[src/rtl/avg_unpooling.sv]
// avg_unpooling: 2x2 nearest-neighbour unpooling of a raster pixel stream.
// Each pooled pixel is written into the output twice on an even output row and
// stored in a one-row line buffer. The odd row that follows replays the line buffer.
// Ports:
//   clk, rst_n (async active-low)
//   in_valid/in_ready/in_data      pooled pixel input, raster order
//   out_valid/out_ready/out_data   upsampled pixel output, raster order
//   out_sof, out_eol               first pixel of frame, last pixel of row
//   frame_done                     pulse the cycle after the last pixel of a frame is taken
// Optional: define AVG_UNPOOL_ZERO_FILL_EN for sparse unpooling. In that mode only the
//   top-left pixel of each 2x2 block carries data and the other three are 0.
module avg_unpooling #(
  parameter int DATA_W   = 8,
  parameter int OUT_COLS = 28,
  parameter int OUT_ROWS = 28
) (
  input  logic              clk,
  input  logic              rst_n,
  input  logic              in_valid,
  output logic              in_ready,
  input  logic [DATA_W-1:0] in_data,
  output logic              out_valid,
  input  logic              out_ready,
  output logic [DATA_W-1:0] out_data,
  output logic              out_sof,
  output logic              out_eol,
  output logic              frame_done
);
  localparam int HALF = OUT_COLS / 2;
  localparam int CW   = $clog2(OUT_COLS);
  localparam int RW   = $clog2(OUT_ROWS);
  localparam int HW   = HALF > 1 ? $clog2(HALF) : 1;
  typedef enum logic {FILL, REPLAY} state_e;
  state_e            state_q, state_d;
  logic [CW-1:0]     col_q, col_d;
  logic [RW-1:0]     row_q, row_d;
  logic              out_valid_q, out_valid_d;
  logic [DATA_W-1:0] out_data_q, out_data_d;
  logic              out_sof_q, out_sof_d;
  logic              out_eol_q, out_eol_d;
  logic              out_last_q, out_last_d;
  logic              frame_done_q, frame_done_d;
  logic [DATA_W-1:0] lb_q [HALF];
  logic [HW-1:0]     lb_idx;
  logic              fire, can_load, need_in, load, col_last, row_last;
  logic [DATA_W-1:0] load_data;
  // col_q/row_q give the position of the next pixel to be loaded into the output register.
  assign lb_idx   = HW'(col_q >> 1);
  assign fire     = out_valid_q && out_ready;
  assign can_load = !out_valid_q || fire;
  assign need_in  = state_q == FILL && !col_q[0];
  assign in_ready = can_load && need_in;
  assign load     = can_load && (!need_in || in_valid);
  assign col_last = col_q == CW'(OUT_COLS - 1);
  assign row_last = row_q == RW'(OUT_ROWS - 1);
`ifdef AVG_UNPOOL_ZERO_FILL_EN
  assign load_data = need_in ? in_data : '0;
`else
  // The duplicate pixel on a fill row is still held in the output register.
  assign load_data = need_in ? in_data : (state_q == FILL ? out_data_q : lb_q[lb_idx]);
`endif
  always_comb begin
    out_valid_d  = can_load ? load : out_valid_q;
    out_data_d   = load ? load_data : out_data_q;
    out_sof_d    = load ? (col_q == '0 && row_q == '0) : out_sof_q;
    out_eol_d    = load ? col_last : out_eol_q;
    out_last_d   = load ? (col_last && row_last) : out_last_q;
    frame_done_d = fire && out_last_q;
    col_d        = load ? (col_last ? '0 : col_q + 1'b1) : col_q;
    row_d        = (load && col_last) ? (row_last ? '0 : row_q + 1'b1) : row_q;
    state_d      = (load && col_last) ? (state_q == FILL ? REPLAY : FILL) : state_q;
  end
  always_ff @(posedge clk or negedge rst_n) begin
    if (!rst_n) begin
      state_q      <= FILL;
      col_q        <= '0;
      row_q        <= '0;
      out_valid_q  <= 1'b0;
      out_data_q   <= '0;
      out_sof_q    <= 1'b0;
      out_eol_q    <= 1'b0;
      out_last_q   <= 1'b0;
      frame_done_q <= 1'b0;
    end else begin
      state_q      <= state_d;
      col_q        <= col_d;
      row_q        <= row_d;
      out_valid_q  <= out_valid_d;
      out_data_q   <= out_data_d;
      out_sof_q    <= out_sof_d;
      out_eol_q    <= out_eol_d;
      out_last_q   <= out_last_d;
      frame_done_q <= frame_done_d;
    end
  end
  always_ff @(posedge clk) begin
    if (in_valid && in_ready) lb_q[lb_idx] <= in_data;
  end
  assign out_valid  = out_valid_q;
  assign out_data   = out_data_q;
  assign out_sof    = out_sof_q;
  assign out_eol    = out_eol_q;
  assign frame_done = frame_done_q;
endmodule

[config.mk]
export PLATFORM = sky130hd
export DESIGN_NAME = avg_unpooling
export DESIGN_NICKNAME = d
export VERILOG_FILES = /design/src/rtl/avg_unpooling.sv
export SDC_FILE = /design/constraint.sdc
export NUM_CORES = 1
export LEC_CHECK = 0
export ABC_AREA = 1
export CELL_PAD_IN_SITES_DETAIL_PLACEMENT = 0
export CELL_PAD_IN_SITES_GLOBAL_PLACEMENT = 1
export CORE_MARGIN = 8
export CORE_UTILIZATION = 25
export CTS_BUF_LIST = sky130_fd_sc_hd__clkbuf_4
export CTS_CLUSTER_SIZE = 24
export DETAILED_ROUTE_END_ITERATION = 10
export PLACE_DENSITY_LB_ADDON = 0.2
export SLEW_MARGIN = 20
export SYNTH_ARGS = -nofsm -noshare
export SYNTH_HDL_FRONTEND = slang
export SYNTH_SLANG_ARGS = --single-unit
[constraint.sdc]
create_clock -name clk -period 2 [get_ports clk]
set_input_delay 0.4 -clock clk [delete_from_list [all_inputs] [get_ports clk]]
set_output_delay 0.4 -clock clk [all_outputs]
set_load 0.01 [all_outputs]
==> flow_summary.toml, run 1 <==
[outcome]
run_status = "completed"

[power]
power_density_nw_per_um2 = 1130
power.internal_uw = 4960
p_leak_uw = 0.00310
p_comb_frac = 0.372
p_seq_frac = 0.424
p_switching_uw = 3200
p_total_uw = 8160
vdd_drop_max_uv = 395
clock_power_share = 0.204
p_sw_frac = 0.392

[final_layout]
drive_gt1_frac = 0.153
layout.nets = 696
fillCellCount = 2458
multi_input_area_sq_um = 1720
regArea_sq_um = 3970
final_cell_area_sq_um = 7200
syn_to_final_growth_pct = 20.3
fin_util = 0.307

[placement]
globalplace.congestion = 0.754
place_area_sq_um = 6910
io_buffers = 24
place_hpwl_mm = 11.2
dp_worst_setup_slack_ns = -0.144

[clock_network]
worstSkewPairLatency_ns = 0.54
htree_levels = 4
cts_root_buffer = "clkbuf_4"
cts_hold_buf = 0
cts_tree = "yes"
cts_made_buffers = 17
clkSinkCount = 136
cts.clk_slew.worst_paths_ns = 0.13
cts.path.max_buffers = 2

[critical_path]
critical_path.max_stage_delay_ns = 0.55
cp-start-kind = "flip-flop"
path_max_fanout = 2
crit_family = "buffers and inverters"
crit_type = "flip-flop to output pin"
crit_required_ns = 1.60
critPathArrivalTime_ns = 1.48
crit_path_top_delay_cell = "clkdlybuf4s50_1"
path_cells = "clkdlybuf4s50_1"
path_buf_inv = 1
crit_path_end_kind = "output pin"

[global_routing]
grt_max_degree = 37
grt_pass1_vias = 4311
grt_pass1_wl_mm = 24.4
grtUsageTotal = 0.113
antenna_found_initial = 1
grt.overflow.total = 0

[drt]
wl_met3_um = 475
postRouteAntennaNets = 0
met1_length_mm = 7.35
vias = 4130
wl_per_cell_um = 15.2
maxUsedRoutingLayer = "met4"
drt_iter0_drc = 238
route.met2.wl_mm = 7.49
drc_errors = 0
avgViaCountPerCell = 4.08
drt_wl_total_mm = 15.4
drtPass1Iterations = 4

[logic_synthesis]
syn_area_sq_um = 5980
avgSynthCellArea_sq_um = 9.82
synth.distinct_cells = 32
syn_inst = 609
ys.flop_type = "edfxtp_1"
yosysTopAreaCellShare = 0.562
synth.area.top_cells = "edfxtp_1 (56%), nand2_1 (19%), dfrtp_1 (10%)"
synth-async-reset-ratio = 0.176
yosysWarningCount = 0
syn_nets = 625
yosys.area.top_type = "edfxtp_1"
synth_edf_count = 112
ys_seq_area_frac = 0.662
synth-seq-cells = 136

[sta]
max_freq_mhz = 532
tns_ns = 0
setup_violations = 0
finalCritPeriodShare = 0.940
maxSlewViolCount = 0
rsz0062_at_grt = "false"
period_needed_ns = 1.88
finalHoldViolations = 0
setup_slack_ns = 0.119
tightest_slew_ns = 0.453
timing.slew.headroom = 0.697
fin_skew_ns = 0.0212

[flow_run]
cap_violations = 0

[floorplan]
die_y_um = 171
dieArea_sq_um = 29100
start_util = 0.255
io_pins = 25
rows = 56
fp.dieW_um = 171
coreArea_sq_um = 23500

[min_path]
hold_class = "input pin to asynchronous set/reset pin"
[power by group through the flow]
stage	clock network, uW	registers, uW	logic, uW
after global routing	1860	3480	3470
after global placement	0	3530	3070
final	1670	3460	3040
after floorplan	0	3470	1890
after detailed placement	0	3530	3080
after CTS	1750	3460	3130
[final cells by class]
class	instances	area share
multi-input combinational	405	0.239
clock buffer	17	0.0177
inverter	45	0.0249
antenna	1	0.000348
sequential	136	0.551
clock inverter	15	0.0179
tap	319	0.0555
timing repair buffer	75	0.0935
[cell usage in the layout, fill, tap and decap left out, drive strengths merged]
cell type	instances
nand2	311
edfxtp	112
buf	51
inv	47
nor2	32
dfrtp	24
nand3	23
clkdlybuf4s50	18
clkbuf	18
o21ai	17
nor3	7
clkinvlp	6
clkinv	6
ha	4
o22ai	3
dlymetal6s2s	3
nand4	2
xor2	2
dlygate4sd2	2
diode	1
nor3b	1
o31ai	1
o211ai	1
a31oi	1
bufinv	1
[metrics by stage]
step / hold slack [ns] / cells
global route: 0.162 / 1013
global placement: 0.467 / 978
floorplan: 0.104 / 609
detailed placement: 0.469 / 978
finish: 0.216 / 1013
CTS: 0.180 / 1012
[timing repair]
item                       CTS  global route
pin swaps                    0             0
setup endpoints to repair    3             4
setup buffers                2             0
hold endpoints to repair     0             0
gates resized for setup      7             5
[routing by layer]
metal	track usage	up-vias
li1	-	2104
met1	0.143	1984
met2	0.189	37
met3	0.0249	5
met4	0.0355	0
met5	0	-
[synthesized netlist by cell type (3+ instances only)]
| cell | count |
|---|---|
| inv_2 | 3 |
| o21ai_1 | 6 |
| buf_2 | 16 |
| edfxtp_1 | 112 |
| o21ai_0 | 8 |
| ha_1 | 4 |
| buf_4 | 3 |
| dfrtp_1 | 24 |
| nand3_1 | 21 |
| o22ai_1 | 3 |
| nor2_2 | 5 |
| nand2_1 | 308 |
| nor2_1 | 26 |
| nor3_1 | 7 |
| inv_1 | 40 |
[flip-flops by register name, indices dropped and copies added (netlist names)]
name / cells
out_sof: 1
row_q: 5
out_valid: 1
out_last_q: 1
out_data: 8
col_q: 5
lb_q: 112
frame_done: 1
state_q: 1
out_eol: 1
[path summary, 6_finish.rpt]
path | startpoint | to | slack, ns | cells past startpoint
max | out_data[6] | out_data[6] | 0.12 | 1
min | rst_n | out_data[0] | 0.22 | 2
max reg2reg | col_q[1] | lb_q[10][1] | 0.24 | 5
min reg2reg | out_eol | out_eol | 0.49 | 2
max in group asynchronous | rst_n | col_q[0] | 1.48 | 2
min in group clk | out_ready | frame_done | 0.41 | 3
[cells by family after synthesis]
group / after synthesis / synth area share
adder cells (fa/ha/maj): 4 / 0.00837
AND/OR/NAND/NOR: 376 / 0.251
buffers and inverters: 68 / 0.0514
XOR/XNOR: 2 / 0.00293
flip-flops: 136 / 0.662
AO/OA/AOI/OAI: 23 / 0.0241
Power figures use the tool's default switching activity.
==> run 2, diff against run 1 <==
--- a/config.mk
+++ b/config.mk
@@ -13,7 +13,7 @@
 export CTS_BUF_LIST = sky130_fd_sc_hd__clkbuf_4
 export CTS_CLUSTER_SIZE = 24
 export DETAILED_ROUTE_END_ITERATION = 10
-export PLACE_DENSITY_LB_ADDON = 0.2
+export PLACE_DENSITY = 0.57
 export SLEW_MARGIN = 20
 export SYNTH_ARGS = -nofsm -noshare
 export SYNTH_HDL_FRONTEND = slang
==> flow_summary.toml, run 2 (synthesis gave the netlist of run 1 again) <==
[outcome]
run_status = "completed"

[clock_network]
cts_tree = "yes"
cts_root_buffer = "clkbuf_4"
cts.path.max_buffers = 2
worstSkewPairLatency_ns = 0.55
cts.clk_slew.worst_paths_ns = 0.13
cts_made_buffers = 17
clkSinkCount = 136
htree_levels = 4
cts_hold_buf = 0

[floorplan]
fp.dieW_um = 171
die_y_um = 171
dieArea_sq_um = 29100
io_pins = 25
coreArea_sq_um = 23500
rows = 56
start_util = 0.255

[final_layout]
syn_to_final_growth_pct = 20.7
layout.nets = 698
largest_reg_flops = 112
final_cell_mix = "nand2_1 (307), edfxtp_1 (112), buf_4 (50)"
drive_gt1_frac = 0.153
final_cell_area_sq_um = 7220
largest_register = "lb_q"
fin_util = 0.308
fillCellCount = 2439
final_common_cell = "nand2_1"

[critical_path]
crit_family = "flip-flops"
rrSetupSlack_ns = 0.15
crit_path_top_delay_cell = "dfrtp_2"
crit_path_end_kind = "output pin"
critPathArrivalTime_ns = 1.49
rr_startpoint = "col_q[1]"
cp-start-kind = "flip-flop"
path_cells = "nor2_4 > nand2_1 > inv_1 > clkdlybuf4s15_1"
crit_type = "flip-flop to output pin"
reg2regPathDepth = 5
path_max_fanout = 3
r2r_end = "lb_q[10][0]"
path_buf_inv = 2
critical_path.max_stage_delay_ns = 0.44
crit_required_ns = 1.60
worst-path-stages = 4

[sta]
tns_ns = 0
maxSlewViolCount = 0
fin_skew_ns = 0.0153
timing.hold.ws_ns = 0.193
timing.slew.headroom = 0.696
setup_violations = 0
period_needed_ns = 1.89
finalCritPeriodShare = 0.946
max_freq_mhz = 529
finalHoldViolations = 0
tightest_slew_ns = 0.454

[min_path]
hold_class = "input pin to asynchronous set/reset pin"

[global_routing]
antenna_found_initial = 1
grt_pass1_vias = 4429
grtUsageTotal = 0.112
grt_max_degree = 62
grt.overflow.total = 0
grt_pass1_wl_mm = 24.5

[drt]
vias = 4248
wl_per_cell_um = 15.1
drtPass1Iterations = 5
drt_iter0_drc = 198
drt_wl_total_mm = 15.3
avgViaCountPerCell = 4.19
drc_errors = 0
postRouteAntennaNets = 0

[power]
power.internal_uw = 5120
clock_power_share = 0.219
power_density_nw_per_um2 = 1150
p_leak_uw = 0.00310
p_comb_frac = 0.372
vdd_drop_max_uv = 445
p_switching_uw = 3160
p_sw_frac = 0.382
p_seq_frac = 0.409

[flow_run]
cap_violations = 0

[placement]
io_buffers = 24
place_hpwl_mm = 10.8
globalplace.congestion = 0.771
place_area_sq_um = 6920
## run 2: cell types whose count changed in the layout (fill, tap and decap cells not counted), moves of 3 or more
cell and delta:
inv_4 +3, buf_4 +3, clkdlybuf4s50_1 +5, clkinvlp_4 -4
dlymetal6s2s_1 -3
## run 2: how the worst max path moves through the flow
stage / startpoint / to
global placement: out_ready / lb_q[11][0]
floorplan: state_q / lb_q[0][0]
finish: state_q / in_ready
CTS: state_q / in_ready
detailed placement: out_ready / lb_q[11][6]
global route: state_q / in_ready
## run 2: power groups by stage
stage / sequential (uW) / combinational, uW / clock (uW)
2_1_floorplan: 3470 / 1890 / 0
6_report: 3390 / 3080 / 1810
3_3_place_gp: 3450 / 3070 / 0
4_1_cts: 3390 / 3160 / 1880
5_1_grt: 3410 / 3520 / 2000
3_5_place_dp: 3460 / 3110 / 0
## run 2: worst register-to-register path, delay by kind of cell (launching register included)
kind / cells / cell delay, ns
DFF: 1 / 0.45
buffers and inverters: 3 / 0.66
and+or+nand+nor: 2 / 0.48
## run 2: area by class of cell
type | count | area, sq um | share of cell area
diodes | 1 | 2.50 | 0.000346
clock buffers | 18 | 135 | 0.0187
clock inverters | 14 | 146 | 0.0203
inverters | 45 | 179 | 0.0248
multi-input cells | 405 | 1720 | 0.238
flip-flops and latches | 136 | 3970 | 0.549
well taps | 319 | 399 | 0.0553
repair buffers | 77 | 676 | 0.0935
## run 2: routing by layer
metal | global-route usage | share of wire | vias up
li1 | - | - | 2109
met1 | 0.133 | 0.44 | 2049
met2 | 0.194 | 0.50 | 67
met3 | 0.0226 | 0.034 | 23
met4 | 0.0488 | 0.025 | 0
met5 | 0 | 0 | -
## run 2: stage by stage
step	total power [uW]	setup WS [ns]	instances
2_1_floorplan	5360	-0.00447	609
3_3_place_gp	6520	-0.289	980
3_5_place_dp	6560	-0.237	980
4_1_cts	8430	0.00125	1014
5_1_grt	8930	-0.0000431	1015
6_report	8290	0.109	1015
## run 2: timing repair
item                                    CTS  global route
gates resized for setup                   3             2
gates cloned                              0             0
setup buffers                             2             0
pin swaps                                 0             0
endpoints found under the setup margin    1             1
==> run 3, diff against run 2 <==
--- a/config.mk
+++ b/config.mk
@@ -14,6 +14,7 @@
 export CTS_CLUSTER_SIZE = 24
 export DETAILED_ROUTE_END_ITERATION = 10
 export PLACE_DENSITY = 0.57
+export RECOVER_POWER = 25
 export SLEW_MARGIN = 20
 export SYNTH_ARGS = -nofsm -noshare
 export SYNTH_HDL_FRONTEND = slang
==> flow_summary.toml, run 3 (synthesis gave the netlist of run 1 again) <==
[critical_path]
r2r_end = "lb_q[10][0]"
path_max_fanout = 3
crit_type = "flip-flop to output pin"
critPathArrivalTime_ns = 1.49
rrSetupSlack_ns = 0.17
endpoint = "in_ready"
critPathLaunch = "state_q"
rr_startpoint = "col_q[1]"
cp-start-kind = "flip-flop"
crit_path_end_kind = "output pin"
crit_required_ns = 1.60
reg2regPathDepth = 5

[floorplan]
rows = 56
fp.dieW_um = 171
io_pins = 25
dieArea_sq_um = 29100
start_util = 0.255
coreArea_sq_um = 23500
die_y_um = 171

[clock_network]
cts_made_buffers = 17
htree_levels = 4
cts_tree = "yes"
worstSkewPairLatency_ns = 0.55
cts.path.max_buffers = 2
cts_root_buffer = "clkbuf_4"
clkSinkCount = 136
cts.clk_slew.worst_paths_ns = 0.11

[final_layout]
syn_to_final_growth_pct = 20.3
final_common_cell = "nand2_1"
fin_util = 0.307
layout.nets = 698
largest_reg_flops = 112
stdcell_count = 1015
drive_gt1_frac = 0.144
final_cell_mix = "nand2_1 (307), edfxtp_1 (112), buf_4 (44)"
fillCellCount = 2444
largest_register = "lb_q"

[drt]
drtPass1Iterations = 4
avgViaCountPerCell = 4.16
vias = 4222
wl_per_cell_um = 15.1
drt_wl_total_mm = 15.3
drt_iter0_drc = 193
postRouteAntennaNets = 0
drc_errors = 0

[sta]
timing.slew.headroom = 0.0951
fin_skew_ns = 0.0148
finalCritPeriodShare = 0.946
finalHoldViolations = 0
tightest_slew_ns = 1.36
timing.hold.ws_ns = 0.425
max_freq_mhz = 529
period_needed_ns = 1.89
setup_violations = 0
maxSlewViolCount = 0
setup_slack_ns = 0.109

[power]
p_seq_frac = 0.410
clock_power_share = 0.219
p_sw_frac = 0.382
p_leak_uw = 0.00308
p_switching_uw = 3160
power.internal_uw = 5120
vdd_drop_max_uv = 446
power_density_nw_per_um2 = 1150
p_total_uw = 8270
p_comb_frac = 0.371

[global_routing]
grt_max_degree = 62
grt_pass1_wl_mm = 24.5
antenna_found_initial = 1
grt_pass1_vias = 4429
grt.overflow.total = 0
grtUsageTotal = 0.112

[placement]
place_hpwl_mm = 10.8
dp.cells = 980
globalplace.congestion = 0.771
dp_worst_setup_slack_ns = -0.237
io_buffers = 24

[flow_run]
cap_violations = 0

[outcome]
run_status = "completed"

[min_path]
hold_class = "input pin to flip-flop"
## run 3: changes by cell type in the layout (fill, tap and decap cells not counted), sizes merged
cell | previous run | this run
dlygate4sd3 | 0 | 7
buf | 53 | 47
clkbuf | 18 | 24
clkdlybuf4s50 | 23 | 16
## run 3: worst min path at each step
stage / endpoint / cells after the start / slack [ns] / from
global route: frame_done / 3 / 0.42 / out_ready
global placement: out_eol / 2 / 0.47 / out_eol
floorplan: col_q[0] / 0 / 0.10 / rst_n
CTS: out_data[0] / 2 / 0.15 / rst_n
detailed placement: out_data[1] / 2 / 0.47 / out_data[1]
finish: frame_done / 3 / 0.42 / out_ready
## run 3: per-layer routing
layer | vias to the layer above | global-route usage | wire length (um)
met5 | - | 0 | 0
met3 | 23 | 0.0226 | 587
li1 | 2107 | - | -
met2 | 74 | 0.194 | 7670
met4 | 0 | 0.0488 | 380
met1 | 2018 | 0.133 | 6660
## run 3: stage by stage
step | setup TNS [ns] | cell area, sq um
after global placement | -12.61 | 6920
after floorplan | -0.0715 | 5980
after global routing | -0.0000431 | 7200
after detailed placement | -12.72 | 6920
final | 0 | 7200
after CTS | 0 | 7220
## run 3: critical path, cell delays in order, from the launching register on
cell and delay [ns]:
dfrtp_2 0.44, nor2_4 0.15, nand2_1 0.07, inv_1 0.07
clkdlybuf4s15_1 0.24
## run 3: repair_timing
action | CTS | global route
setup buffers | 2 | 0
hold buffers | 0 | 0
pin swaps | 0 | 0
endpoints found under the setup margin | 1 | 1
resized for setup | 3 | 2
## run 3: power by group through the flow
stage | Sequential [uW] | Combinational (uW) | Clock, uW
CTS | 3390 | 3160 | 1880
global placement | 3450 | 3070 | 0
floorplan | 3470 | 1890 | 0
finish | 3390 | 3070 | 1810
global route | 3410 | 3510 | 2000
detailed placement | 3460 | 3110 | 0
## run 3: area by class of cell
| cell class | instances | area [sq um] | area share |
|---|---|---|---|
| sequential | 136 | 3970 | 0.551 |
| tap | 319 | 399 | 0.0554 |
| clock buffer | 18 | 135 | 0.0188 |
| antenna | 1 | 2.50 | 0.000348 |
| multi-input combinational | 405 | 1720 | 0.239 |
| clock inverter | 14 | 146 | 0.0203 |
| inverter | 45 | 179 | 0.0248 |
| timing repair buffer | 77 | 653 | 0.0907 |
